**src/rtl/ram_bist_pkg.sv**
```systemverilog
// Shared defaults, state encoding and helpers for the March C- RAM BIST controller.
package ram_bist_pkg;

  localparam int unsigned ADDR_W_DEF = 6;
  localparam int unsigned DATA_W_DEF = 8;
  localparam logic [7:0]  BG_DEF     = 8'h55;
  localparam int unsigned ERR_W      = 8;

  typedef enum logic [3:0] {
    IDLE,
    M0,
    M1_RD,
    M1_CMP,
    M2_RD,
    M2_CMP,
    M3_RD,
    M3_CMP,
    DONE,
    FAIL
  } state_e;

  // True for every state in which the march is actively running.
  function automatic logic is_running(input state_e s);
    return (s inside {M0, M1_RD, M1_CMP, M2_RD, M2_CMP, M3_RD, M3_CMP});
  endfunction

  // True for the read-compare cycles that sample ram_dout.
  function automatic logic is_cmp(input state_e s);
    return (s inside {M1_CMP, M2_CMP, M3_CMP});
  endfunction

endpackage

```
**src/rtl/ram_bist_addr_gen.sv**
```systemverilog
// Up/down RAM address counter with load-to-start (bottom or top) and terminal-count flag.
module ram_bist_addr_gen
  import ram_bist_pkg::*;
#(
  parameter int unsigned ADDR_W = ADDR_W_DEF
) (
  input  logic              clk,
  input  logic              rst,
  input  logic              load,
  input  logic              load_top,
  input  logic              step,
  input  logic              down,
  output logic [ADDR_W-1:0] addr,
  output logic              last_c
);

  localparam logic [ADDR_W-1:0] TOP = '1;

  always_ff @(posedge clk) begin
    if (!rst) begin
      addr <= '0;
    end else if (load) begin
      addr <= load_top ? TOP : '0;
    end else if (step) begin
      addr <= down ? (addr - ADDR_W'(1)) : (addr + ADDR_W'(1));
    end
  end

  // Terminal address depends on the direction of the element being walked.
  assign last_c = down ? (addr == '0) : (addr == TOP);

endmodule

```
**src/rtl/ram_bist_ctrl.sv**
```systemverilog
// March C- reduced BIST initiator for a single-port RAM with 1-cycle registered read.
// Optional macro RAM_BIST_ERR_CNT_EN: count mismatches and run to completion instead of stopping.
module ram_bist_ctrl
  import ram_bist_pkg::*;
#(
  parameter int unsigned        ADDR_W = ADDR_W_DEF,
  parameter int unsigned        DATA_W = DATA_W_DEF,
  parameter logic [DATA_W-1:0]  BG     = DATA_W'(BG_DEF)
) (
  input  logic              clk,
  input  logic              rst,
  input  logic              start,
  output logic              busy,
  output logic              done,
  output logic              pass,
  output logic [ADDR_W-1:0] fail_addr,
  output logic [DATA_W-1:0] fail_data,
  output logic [ERR_W-1:0]  err_cnt,
  output logic              ram_we,
  output logic [ADDR_W-1:0] ram_addr,
  output logic [DATA_W-1:0] ram_din,
  input  logic [DATA_W-1:0] ram_dout
);

  state_e              state, state_n;
  logic                busy_n, done_n, pass_n, we_n;
  logic [DATA_W-1:0]   din_n;
  logic [ADDR_W-1:0]   fail_addr_n;
  logic [DATA_W-1:0]   fail_data_n;
  logic [ERR_W-1:0]    err_cnt_n;
  logic [DATA_W-1:0]   exp_data;
  logic                mismatch;
  logic                ag_load, ag_load_top, ag_step, ag_down, ag_last_c;

  ram_bist_addr_gen #(
    .ADDR_W (ADDR_W)
  ) u_addr_gen (
    .clk      (clk),
    .rst      (rst),
    .load     (ag_load),
    .load_top (ag_load_top),
    .step     (ag_step),
    .down     (ag_down),
    .addr     (ram_addr),
    .last_c   (ag_last_c)
  );

  // State and registered outputs.
  always_ff @(posedge clk) begin
    if (!rst) begin
      state     <= IDLE;
      busy      <= 1'b0;
      done      <= 1'b0;
      pass      <= 1'b0;
      ram_we    <= 1'b0;
      ram_din   <= '0;
      fail_addr <= '0;
      fail_data <= '0;
      err_cnt   <= '0;
    end else begin
      state     <= state_n;
      busy      <= busy_n;
      done      <= done_n;
      pass      <= pass_n;
      ram_we    <= we_n;
      ram_din   <= din_n;
      fail_addr <= fail_addr_n;
      fail_data <= fail_data_n;
      err_cnt   <= err_cnt_n;
    end
  end

  // Next state, address control, compare and next-cycle output values.
  always_comb begin
    state_n     = state;
    ag_load     = 1'b0;
    ag_load_top = 1'b0;
    ag_step     = 1'b0;
    ag_down     = (state == M2_RD) || (state == M2_CMP);
    fail_addr_n = fail_addr;
    fail_data_n = fail_data;
    err_cnt_n   = err_cnt;
    exp_data    = (state == M2_CMP) ? ~BG : BG;
    mismatch    = is_cmp(state) && (ram_dout != exp_data);
    busy_n      = 1'b0;
    done_n      = 1'b0;
    pass_n      = 1'b0;
    we_n        = 1'b0;
    din_n       = '0;

    case (state)
      IDLE, DONE, FAIL: begin
        if (start) begin
          state_n     = M0;
          ag_load     = 1'b1;
          fail_addr_n = '0;
          fail_data_n = '0;
          err_cnt_n   = '0;
        end
      end
      M0: begin
        if (ag_last_c) begin
          state_n = M1_RD;
          ag_load = 1'b1;
        end else begin
          ag_step = 1'b1;
        end
      end
      M1_RD: state_n = M1_CMP;
      M1_CMP: begin
        if (ag_last_c) begin
          state_n     = M2_RD;
          ag_load     = 1'b1;
          ag_load_top = 1'b1;
        end else begin
          state_n = M1_RD;
          ag_step = 1'b1;
        end
      end
      M2_RD: state_n = M2_CMP;
      M2_CMP: begin
        if (ag_last_c) begin
          state_n = M3_RD;
          ag_load = 1'b1;
        end else begin
          state_n = M2_RD;
          ag_step = 1'b1;
        end
      end
      M3_RD: state_n = M3_CMP;
      M3_CMP: begin
        if (ag_last_c) begin
          state_n = DONE;
          ag_load = 1'b1;
        end else begin
          state_n = M3_RD;
          ag_step = 1'b1;
        end
      end
      default: state_n = IDLE;
    endcase

    // A zero error count means this is the first mismatch of the run.
    if (mismatch) begin
      if (err_cnt == '0) begin
        fail_addr_n = ram_addr;
        fail_data_n = ram_dout;
      end
`ifdef RAM_BIST_ERR_CNT_EN
      if (err_cnt != '1) begin
        err_cnt_n = err_cnt + ERR_W'(1);
      end
`else
      err_cnt_n   = ERR_W'(1);
      state_n     = FAIL;
      ag_load     = 1'b1;
      ag_load_top = 1'b0;
      ag_step     = 1'b0;
`endif
    end

    busy_n = is_running(state_n);
    done_n = (state_n == DONE) || (state_n == FAIL);
    pass_n = (state_n == DONE) && (err_cnt_n == '0);
    we_n   = (state_n == M0) || (state_n == M1_CMP) || (state_n == M2_CMP);
    case (state_n)
      M0:      din_n = BG;
      M1_CMP:  din_n = ~BG;
      M2_CMP:  din_n = BG;
      default: din_n = '0;
    endcase
  end

endmodule
```
**config.mk**
```make
export PLATFORM = sky130hd
export DESIGN_NAME = ram_bist_ctrl
export DESIGN_NICKNAME = d
export VERILOG_FILES = /design/src/rtl/ram_bist_pkg.sv /design/src/rtl/ram_bist_addr_gen.sv /design/src/rtl/ram_bist_ctrl.sv
export SDC_FILE = /design/constraint.sdc
export NUM_CORES = 1
export LEC_CHECK = 0
export BUFFER_PORTS_ARGS = -buffer_cell sky130_fd_sc_hd__buf_2
export CAP_MARGIN = 40
export CORE_MARGIN = 4
export CORE_UTILIZATION = 40
export CTS_BUF_LIST = sky130_fd_sc_hd__clkbuf_8
export CTS_CLUSTER_SIZE = 10
export DETAILED_ROUTE_END_ITERATION = 6
export PLACE_DENSITY = 0.76
export SYNTH_ARGS = -nofsm -noshare
export SYNTH_HDL_FRONTEND = slang
export SYNTH_HIERARCHICAL = 1
export SYNTH_SLANG_ARGS = --single-unit
```
**constraint.sdc**
```tcl
create_clock -name clk -period 2.95 [get_ports clk]
set_input_delay 0.885 -clock clk [delete_from_list [all_inputs] [get_ports clk]]
set_output_delay 0.885 -clock clk [all_outputs]
set_load 0.01 [all_outputs]
```
==> metrics.cfg <==
[synth]
syn-num-nets = 227
netlist.area_leader.share_pct = 40.1
yosysMostFrequentCell = dfxtp_1
yosys.area.top_type = dfxtp_1
ys_ff_latch = 38
yosys_warnings = 6
ys_seq_area_share_pct = 40.1
synth_cell_types = 45
synthTopCellsByCount = 38 x dfxtp_1, 34 x nand2_1, 15 x mux2i_1
async_flop_share_pct = 0
syn_area_mm2 = 0.00190
synthTopCellsByArea = dfxtp_1 40%, mux2i_1 7.9%, nand2_1 6.7%, and2_1 3.0%, a21oi_1 2.9%
synth_edf_count = 0
synth_cells = 211
synth_area_per_cell_um2 = 8.98
synthFlopType = dfxtp_1

[pwr]
leakage_nw = 1.11
power_density_mw_per_mm2 = 439
fin_total_pwr_mw = 1.01
irDropWorstVdd_uv = 210

[timing]
max_freq_mhz = 382
finalSetupTns_ps = 0
setup_violations = 0
period_share_pct = 88.6
post-route-min-period_ps = 2610
drv_slew = 0
worst_pin_slew_ps = 658
hold_violations = 0
rsz0062_at_grt = no
maxSlewHeadroom_pct = 55.8
fin_skew_ps = 7.38

[worst_setup_path]
crit_type = register to register
critPathMaxStageDelay_ps = 470
critPathSlowestCell = nor2_1
endpoint_kind = register
worstPathMaxFanout = 8
startpoint_type = register
crit_buf_inv = 1
cpLargestDelayFamily = simple AND/OR/NAND/NOR gates
cp_cell_sequence = nand2b_1 > nor2_1 > nand4_1 > o41ai_1 > buf_4 > nand3_1 > nor4b_1 > o21ai_1 > or2_1 > nor3_1
arrival_ps = 2830
required_ps = 3160

[routing]
vias = 1671
drc = 0
drtIter0Drc = 99
ant_nets = 0
wire_per_inst_um = 13.5
via_per_inst = 5.27
wl_um = 4270
drt_first_pass_iters = 4

[clock_network]
cts-root-buf = clkbuf_8
cts_buffer_depth = 2
clock_latency_ps = 290
cts.sinks = 38
htreeDepth = 2
numCtsBuffers = 5
hold_buffers = 0
clkTransAtPathRegs_ps = 80
postCtsResizedCells = 0
post-cts-setup-buffers = 0
cts_tree = done

[global_routing]
grt_pass1_vias = 1675
gr-total-overflow = 0
grt_max_degree = 19
antenna_found_initial = 0
track_usage_pct = 15.5
grt_pass1_wl_um = 7560

[floorplanning]
die_w_um = 76.8
core_area_mm2 = 0.00447
rows = 24
initial_core_util_pct = 42.4
die-area_mm2 = 0.00590
ios = 51
fp.dieH_um = 76.8

[final_layout]
fill_cells = 413
drive_above_1_share_pct = 29.4
n_antenna_cell = 0
syn_to_final_growth_pct = 21.0
final_nets = 280
seq_area_um2 = 761
multi_input_area_mm2 = 0.00101
fin_cells = 317
final_area_mm2 = 0.00229

[place]
placed_cells = 309
hpwl_um = 3210
port_buffers = 50
place_area_mm2 = 0.00220
place_congestion = 0.835

[status]
status = complete, no violations

[hold_path]
holdCritPathClass = register to register

[job]
maxCapViolations = 0

## area by class of cell
class,instances,area share [%]
Sequential cell,38,33.2
Clock buffer,6,3.60
Timing Repair Buffer,60,14.2
Clock inverter,2,0.546
Tap cell,52,2.84
Multi-Input combinational cell,149,44.0
Inverter,10,1.64
## worst paths after layout
path | start | end | slack (ps) | cells past startpoint
worst max-delay path | state[3]$_SDFF_PN0_ | u_addr_gen/addr[4]$_SDFFE_PN0P_ | 340 | 10
worst min register to register | fail_addr[4]$_SDFF_PN0_ | fail_addr[4]$_SDFF_PN0_ | 460 | 2
worst min-delay path | fail_addr[4]$_SDFF_PN0_ | fail_addr[4]$_SDFF_PN0_ | 460 | 2
worst max register to register | state[3]$_SDFF_PN0_ | u_addr_gen/addr[4]$_SDFFE_PN0P_ | 340 | 10
## registers in the layout, summed over array words and instances (netlist names)
| name | cells |
|---|---|
| busy | 1 |
| done | 1 |
| err_cnt | 8 |
| fail_addr | 6 |
| fail_data | 8 |
| pass | 1 |
| ram_din | 2 |
| ram_we | 1 |
| state | 4 |
| u_addr_gen/addr | 6 |
## kinds of logic after synthesis
kind of cell             synth area share [%]
AND/OR/NAND/NOR                          27.9
buffers and inverters                    6.60
adder cells (fa/ha/maj)                  3.70
flip-flops                               40.1
XOR/XNOR                                 1.39
AO/OA/AOI/OAI                            12.3
multiplexers                             7.92
## per-layer routing
metal / routed length [um] / vias up / track usage, % / share of wire (%)
met2: 1980 / 51 / 26.0 / 46
met3: 219 / 8 / 3.16 / 5.1
met5: 0 / - / 0 / 0
met4: 81 / 0 / 6.52 / 1.9
met1: 1990 / 769 / 19.2 / 47
li1: - / 843 / - / -
## per-stage QoR
step                util [%]  hold slack [ps]  setup WS (ps)
CTS                     51.3              461            364
global placement        49.1              443            147
detailed placement      49.1              451            112
floorplan                  -              482            381
finish                  51.3              457            335
global route            51.3              491            138
## layout by cell type, fill, tap and decap left out, types with 4 or more instances in the layout
cell type,n
o21ai_0,8
a21oi_1,11
buf_4,10
dfxtp_1,38
inv_1,10
clkbuf_8,6
mux2i_1,15
and4bb_2,4
nor3_1,6
nand3_1,7
nand2_1,34
and2_1,9
buf_2,50
ha_1,4
nor4_1,4
nor2_1,6
## power breakdown
part,leakage [nW],internal (mW),switching [mW]
Sequential,0.308,0.522,0.0138
Combinational,0.752,0.0422,0.0586
Clock,0.0472,0.188,0.182
Total,1.11,0.752,0.254
## worst reg2reg max path: stages (launching register included)
cell	delay, ps
dfxtp_1	310
nand2b_1	150
nor2_1	470
nand4_1	160
o41ai_1	100
buf_4	210
nand3_1	100
nor4b_1	400
o21ai_1	210
or2_1	280
nor3_1	140
Note: power is estimated with default switching activity, not from simulation.
